### src/rtl/imem_prog.sv
// Loadable instruction memory: words stream in during LOAD, then RUN serves
// single-cycle-latency fetches gated by the loaded program length.
module imem_prog #(
  parameter int                ADDR_W     = 6,
  parameter int                DATA_W     = 32,
  parameter logic [DATA_W-1:0] FILL_INSTR = 32'h00000000
) (
  input  logic              clk,
  input  logic              reset,
  input  logic              load_valid,
  input  logic [DATA_W-1:0] load_data,
  input  logic              load_last,
  output logic              load_ready,
  input  logic              load_start,
  input  logic              fetch_req,
  input  logic [ADDR_W+1:0] fetch_addr,
  output logic              fetch_valid,
  output logic [DATA_W-1:0] fetch_instr,
  output logic              fetch_err,
  output logic [ADDR_W:0]   prog_len
);

  localparam int unsigned DEPTH = 2 ** ADDR_W;

  typedef enum logic {
    S_LOAD,
    S_RUN
  } state_t;

  state_t            state;
  state_t            state_nx;
  logic [ADDR_W-1:0] wr_ptr;
  logic              accept;
  logic              run_fetch;
  logic [ADDR_W-1:0] rd_idx;
  logic              rd_bad;

  logic [DATA_W-1:0] mem [DEPTH];

  always_comb begin
    state_nx   = state;
    load_ready = 1'b0;
    accept     = 1'b0;
    unique case (state)
      S_LOAD: begin
        load_ready = 1'b1;
        accept     = load_valid;
        if (accept && (load_last || wr_ptr == '1)) begin
          state_nx = S_RUN;
        end
      end
      S_RUN: begin
        if (load_start) begin
          state_nx = S_LOAD;
        end
      end
      default: state_nx = S_LOAD;
    endcase
  end

  // Fetch is judged against the current prog_len, so a fetch issued together
  // with load_start still sees the program it was issued against.
  always_comb begin
    run_fetch = (state == S_RUN) && fetch_req;
    rd_idx    = fetch_addr[ADDR_W+1:2];
    rd_bad    = (fetch_addr[1:0] != 2'b00) || ({1'b0, rd_idx} >= prog_len);
  end

  always_ff @(posedge clk) begin
    if (reset) begin
      state       <= S_LOAD;
      wr_ptr      <= '0;
      prog_len    <= '0;
      fetch_valid <= 1'b0;
      fetch_err   <= 1'b0;
      fetch_instr <= FILL_INSTR;
    end else begin
      state       <= state_nx;
      fetch_valid <= run_fetch;
      if (accept) begin
        wr_ptr   <= wr_ptr + 1'b1;
        prog_len <= prog_len + 1'b1;
      end
      if (state == S_RUN && load_start) begin
        wr_ptr   <= '0;
        prog_len <= '0;
      end
      if (run_fetch) begin
        fetch_err   <= rd_bad;
        fetch_instr <= rd_bad ? FILL_INSTR : mem[rd_idx];
      end
    end
  end

  // Array is deliberately left unreset; prog_len hides stale contents.
  always_ff @(posedge clk) begin
    if (!reset && accept) begin
      mem[wr_ptr] <= load_data;
    end
  end

endmodule

### config.mk
export PLATFORM = sky130hd
export DESIGN_NAME = imem_prog
export DESIGN_NICKNAME = d
export VERILOG_FILES = /design/src/rtl/imem_prog.sv
export SDC_FILE = /design/constraint.sdc
export NUM_CORES = 2
export LEC_CHECK = 0
export CORE_UTILIZATION = 45
export CTS_BUF_LIST = sky130_fd_sc_hd__clkbuf_8
export CTS_CLUSTER_SIZE = 40
export DETAILED_ROUTE_END_ITERATION = 8
export PLACE_DENSITY = 0.67
export SLEW_MARGIN = 20
export SYNTH_ARGS = -nofsm -noshare
export SYNTH_HDL_FRONTEND = slang
export SYNTH_SLANG_ARGS = --single-unit
### constraint.sdc
create_clock -name clk -period 8.37 [get_ports clk]
set_clock_uncertainty 0.1 [all_clocks]
set_input_delay 1.674 -clock clk [delete_from_list [all_inputs] [get_ports clk]]
set_output_delay 1.674 -clock clk [all_outputs]
set_load 0.01 [all_outputs]
== After elaboration in Yosys (flattened, before gate mapping) ==
Memories as Yosys holds them, arrays and structs flattened.
Cells that the tools add are included.
Operators by class
  add/sub/neg operators: 2
  mux-type cells: 8
  equality and inequality tests: 1
  magnitude comparators: 1
  bitwise gates (word level): 1
  reductions and logical operators: 9
Operator list (number)
  $mux 32: 1
  $add 7x1->7 const B: 1
  $ge 6x7->1: 1
  $add 6x1->6 const B: 1
  $eq 6x6->1 const B: 1
  $mux 1: 6
  $logic_and 1x1->1: 4
  $logic_or 1x1->1: 2
  $pmux 1 s2: 1
  $reduce_bool 2->1: 1
  $reduce_or 2->1: 1
  $logic_not 1->1: 1
  $not 1->1: 1
Storage, ports and cells
  input bits: 46
  RAM bits: 2048
  bits in registers: 48
  word-level logic and storage cells: 29
  output and inout port bits: 42
  memories: 1
Memories
  mem: depth 64, bits a word 32, rd ports 1, clocked after memory_dff 0, wr ports 1, RTL line 38  | logic [DATA_W-1:0] mem [DEPTH];

== Logic depth before layout (Yosys ltp) ==
  depth in word-level cells: 5
  mapped depth: 13
  depth with buffers taken out: 8

== Worst setup path before layout ==
OpenSTA, ideal clock, no wires.
  path kind: input to register
  start point: input reset
  end point: memory mem[47][0] (enable)
  path buffers: 1
  stages on the path: 3
  data arrival time: 4.616 ns
  path slack: 3.186 ns
  path through: clkbuf_1 nor3b_1 nor3b_1
On the way
  cells in the longest elaborated chain, start to end: 4
Ends and longest elaborated chain
  start: declaration: RTL line 9  | input logic reset,
  $logic_not 1->1: RTL line 97  | if (!reset && accept) begin
  $logic_and 1x1->1: RTL line 97
  $mux 1: RTL line 97
  $mux 1 (implied by the code): RTL line 98  | mem[wr_ptr] <= load_data;
  end: declaration: RTL line 38
No other way between the ends.

== Final worst setup path ==
  start point: input fetch_addr[2]
  end point: register fetch_instr[30]
On the way
  cells in the longest elaborated chain, start to end: 3
Ends and longest elaborated chain
  start: declaration: RTL line 16  | input logic [ADDR_W+1:0] fetch_addr,
  branches (longest 2 deep; another with $mem_v2 64x32)
  $mux 32 *: RTL line 90  | fetch_instr <= rd_bad ? FILL_INSTR : mem[rd_idx];
  end signal: assignment: RTL line 90
  end: declaration: RTL line 18  | output logic [DATA_W-1:0] fetch_instr,
Every way passes the cells marked *.
A chain may end at the register's enable or synchronous reset.

==> summary.json <==
{
  "syn2layout_area_growth_pct": 12.4,
  "report.final.slew_viol_count": 0,
  "peak_clock_frequency_supported_by_timing_mhz": 205,
  "clock_latency_ps": 1060,
  "cts-root-buf": "sky130_fd_sc_hd__clkbuf_8",
  "mappedNetlistArea_um2": 80300,
  "placed_cell_area_um2": 84200,
  "tritoncts_clock_tree": "done",
  "design.final.nets": 4118,
  "initial_utilization_pct": 45.4,
  "grt_pass1_wl_mm": 305,
  "drv_cap": 0,
  "ff_latch_area_um2": 62500,
  "power_density_nw_per_um2": 226,
  "synth.yosys.seq_area_share_pct": 77.8,
  "critical_path_class": "input pin to flop",
  "post-synth-top-area-cell": "sky130_fd_sc_hd__edfxtp_1",
  "maxSlewHeadroom_pct": 22.7,
  "post-synth-top-area-fraction_pct": 76.6,
  "dominantRegCellSynth": "sky130_fd_sc_hd__edfxtp_1",
  "gp_congestion": 0.820,
  "finalWirelength_mm": 217,
  "grt_max_degree": 125,
  "setup_tns_ps": 0,
  "average_cell_area_after_synthesis_um2": 21.6,
  "critPathCaptureType": "flop",
  "vias": 40900,
  "buffer_ports.inserted": 87,
  "globalRoute.totalOverflow": 0,
  "timing.hold.worst.class": "flop to flop",
  "worstPathArrival_ps": 5770,
  "synth_top_cells_by_area": "sky130_fd_sc_hd__edfxtp_1 77%, sky130_fd_sc_hd__mux4_2 12%, sky130_fd_sc_hd__mux2i_1 2.6%",
  "worst-slew-pin-transition_ps": 1160,
  "worst_setup_path_endpoint": "fetch_instr[30]",
  "reg2reg_depth": 8,
  "synth_fp_nets": 3777,
  "status": "finished clean",
  "hold_buffers": 0,
  "synth_enable_flop_cells": 2048,
  "hold_viol_final": 0,
  "drt.antenna.violating_nets": 0,
  "floorplan_row_count": 154,
  "post-synth-top-count-cell": "sky130_fd_sc_hd__edfxtp_1",
  "synth_cell_type_count": 60,
  "post_cts_resize_count": 0,
  "synthTopCellsByCount": "2,048 x sky130_fd_sc_hd__edfxtp_1, 430 x sky130_fd_sc_hd__mux4_2, 210 x sky130_fd_sc_hd__mux2i_1",
  "grt_setup_unrepaired": "no",
  "core_region_area_um2": 177000,
  "post_synth_inst_count": 3723,
  "top_level_ports": 88,
  "route.detailed.wl_per_inst_um": 32.7,
  "detailedRoute.firstIterationViolations": 5812,
  "fillCellCount": 13700,
  "yosysWarnings": 0,
  "dr.pass1.iters": 6,
  "final.hold.worst_slack_ps": 418,
  "cts-buffers-inserted": 337,
  "antenna_found_initial": 8,
  "peakVddDrop_uv": 177,
  "place.detailed.hpwl_mm": 120,
  "finalSetupViolCount": 0,
  "synthArstFlopShare_pct": 0,
  "drive_above_1_share_pct": 25.3,
  "globalRouteTotalUtil_pct": 24.1,
  "cts_num_sinks": 2096,
  "worst_r2r_startpoint": "prog_len[2]",
  "via_density_per_instance": 6.16,
  "startpoint_type": "input pin",
  "timing.rr.end": "fetch_instr[30]",
  "die-height_um": 424,
  "final_area_um2": 90200,
  "fp.dieArea_um2": 180000,
  "maximum_fanout_along_the_worst_path": 57,
  "post_cts.repair.setup_buffers": 0,
  "multiInputGateArea_um2": 17100,
  "final.period_utilization_pct": 58.3,
  "first_global_vias": 40800,
  "drt_drc_violations_left": 0,
  "cts.reportedPaths.clkPinSlew_ps": 70,
  "cts_htree_levels": 5,
  "timing.critical_path.required_ps": 9260,
  "die_width_um": 424,
  "static-leakage-power_uw": 0.0287,
  "hold-path-cell-count": 2,
  "crit_path_start": "fetch_addr[2]",
  "postSynthRegisterBits": 2096,
  "regToRegSetupSlack_ps": 4750,
  "cts-root-to-sink-buffers": 4,
  "finalWorstPathRequiredPeriod_ps": 4880
}
flip-flops by register name (all words and copies together) (netlist names):
signal       flops
state            1
fetch_valid      1
fetch_instr     32
wr_ptr           6
mem           2048
prog_len         7
fetch_err        1
metal layers:
| metal | vias up | part of all wire, % | global-route usage [%] | routed length [um] |
|---|---|---|---|---|
| li1 | 16400 | - | - | - |
| met1 | 21700 | 38 | 33.5 | 83300 |
| met2 | 2389 | 48 | 38.1 | 104000 |
| met3 | 419 | 10 | 4.85 | 22400 |
| met4 | 2 | 3.4 | 8.42 | 7370 |
| met5 | - | 0.0046 | 0 | 10 |
kinds of logic (layout without fill, tap and decap cells):
kind of cell	after synthesis	in the layout	share of synthesized area, %
other cells	0	9	0
mux	664	664	15.0
flops	2096	2096	77.8
fa+ha+maj	8	8	0.125
simple gates	380	380	2.27
xor+xnor	9	9	0.0982
compound gates	352	352	3.09
buf+inv	214	793	1.57
stage by stage:
stage | util (%) | setup slack (ps) | power [uW] | instances
after floorplan | - | 3190 | 12300 | 3723
after global placement | 47.6 | 2400 | 12700 | 6063
after detailed placement | 47.6 | 2420 | 12700 | 6063
after CTS | 51.0 | 3540 | 20500 | 6640
after global routing | 51.1 | 3410 | 21000 | 6644
final | 51.1 | 3490 | 20400 | 6651
layout make-up:
| cell class | instances | share of cell area (%) |
|---|---|---|
| Inverter | 7 | 0.0291 |
| Clock inverter | 215 | 1.07 |
| Multi-Input combinational cell | 1413 | 18.9 |
| Clock buffer | 362 | 5.52 |
| Tap cell | 2340 | 3.24 |
| Antenna cell | 9 | 0.0250 |
| Timing Repair Buffer | 209 | 1.96 |
| Sequential cell | 2096 | 69.2 |
power breakdown:
| group | switching (uW) | total (uW) | internal [uW] |
|---|---|---|---|
| logic | 598 | 921 | 323 |
| registers | 10.2 | 11500 | 11500 |
| clock network | 3870 | 7950 | 4080 |
cells in the final DEF, fill, tap and decap left out, types with 11 or more instances in the layout:
cell type,n
sky130_fd_sc_hd__nand2b_1,11
sky130_fd_sc_hd__nand2_1,93
sky130_fd_sc_hd__o21ai_1,12
sky130_fd_sc_hd__mux2_2,24
sky130_fd_sc_hd__clkdlybuf4s50_1,49
sky130_fd_sc_hd__inv_1,124
sky130_fd_sc_hd__nor2_1,42
sky130_fd_sc_hd__buf_2,14
sky130_fd_sc_hd__dfxtp_1,48
sky130_fd_sc_hd__clkinv_2,19
sky130_fd_sc_hd__clkinv_1,68
sky130_fd_sc_hd__mux4_2,430
sky130_fd_sc_hd__mux2i_1,210
sky130_fd_sc_hd__clkbuf_8,362
sky130_fd_sc_hd__o21ai_0,19
sky130_fd_sc_hd__a21oi_1,44
sky130_fd_sc_hd__a22oi_1,123
sky130_fd_sc_hd__edfxtp_1,2048
sky130_fd_sc_hd__a22o_1,27
sky130_fd_sc_hd__nor2_4,64
sky130_fd_sc_hd__nor4_1,13
sky130_fd_sc_hd__nor2b_1,18
sky130_fd_sc_hd__o22ai_1,64
sky130_fd_sc_hd__buf_4,135
sky130_fd_sc_hd__nand3_1,64
sky130_fd_sc_hd__nand4_1,15
worst min path at each step:
stage	start	endpoint	slack (ps)
global route	prog_len[5]	prog_len[5]	440
global placement	prog_len[5]	prog_len[5]	400
finish	prog_len[5]	prog_len[5]	420
floorplan	fetch_instr[12]	fetch_instr[12]	370
detailed placement	fetch_err	fetch_err	410
CTS	fetch_err	fetch_err	430
critical path, stage by stage:
cell	delay, ps
sky130_fd_sc_hd__buf_8	440
sky130_fd_sc_hd__clkinv_1	600
sky130_fd_sc_hd__ha_1	450
sky130_fd_sc_hd__nor2b_1	100
sky130_fd_sc_hd__o21ai_0	220
sky130_fd_sc_hd__a211oi_4	340
sky130_fd_sc_hd__nand2b_1	520
sky130_fd_sc_hd__nor4_1	1060
sky130_fd_sc_hd__a2111o_1	210
Power figures use the tool's default switching activity.
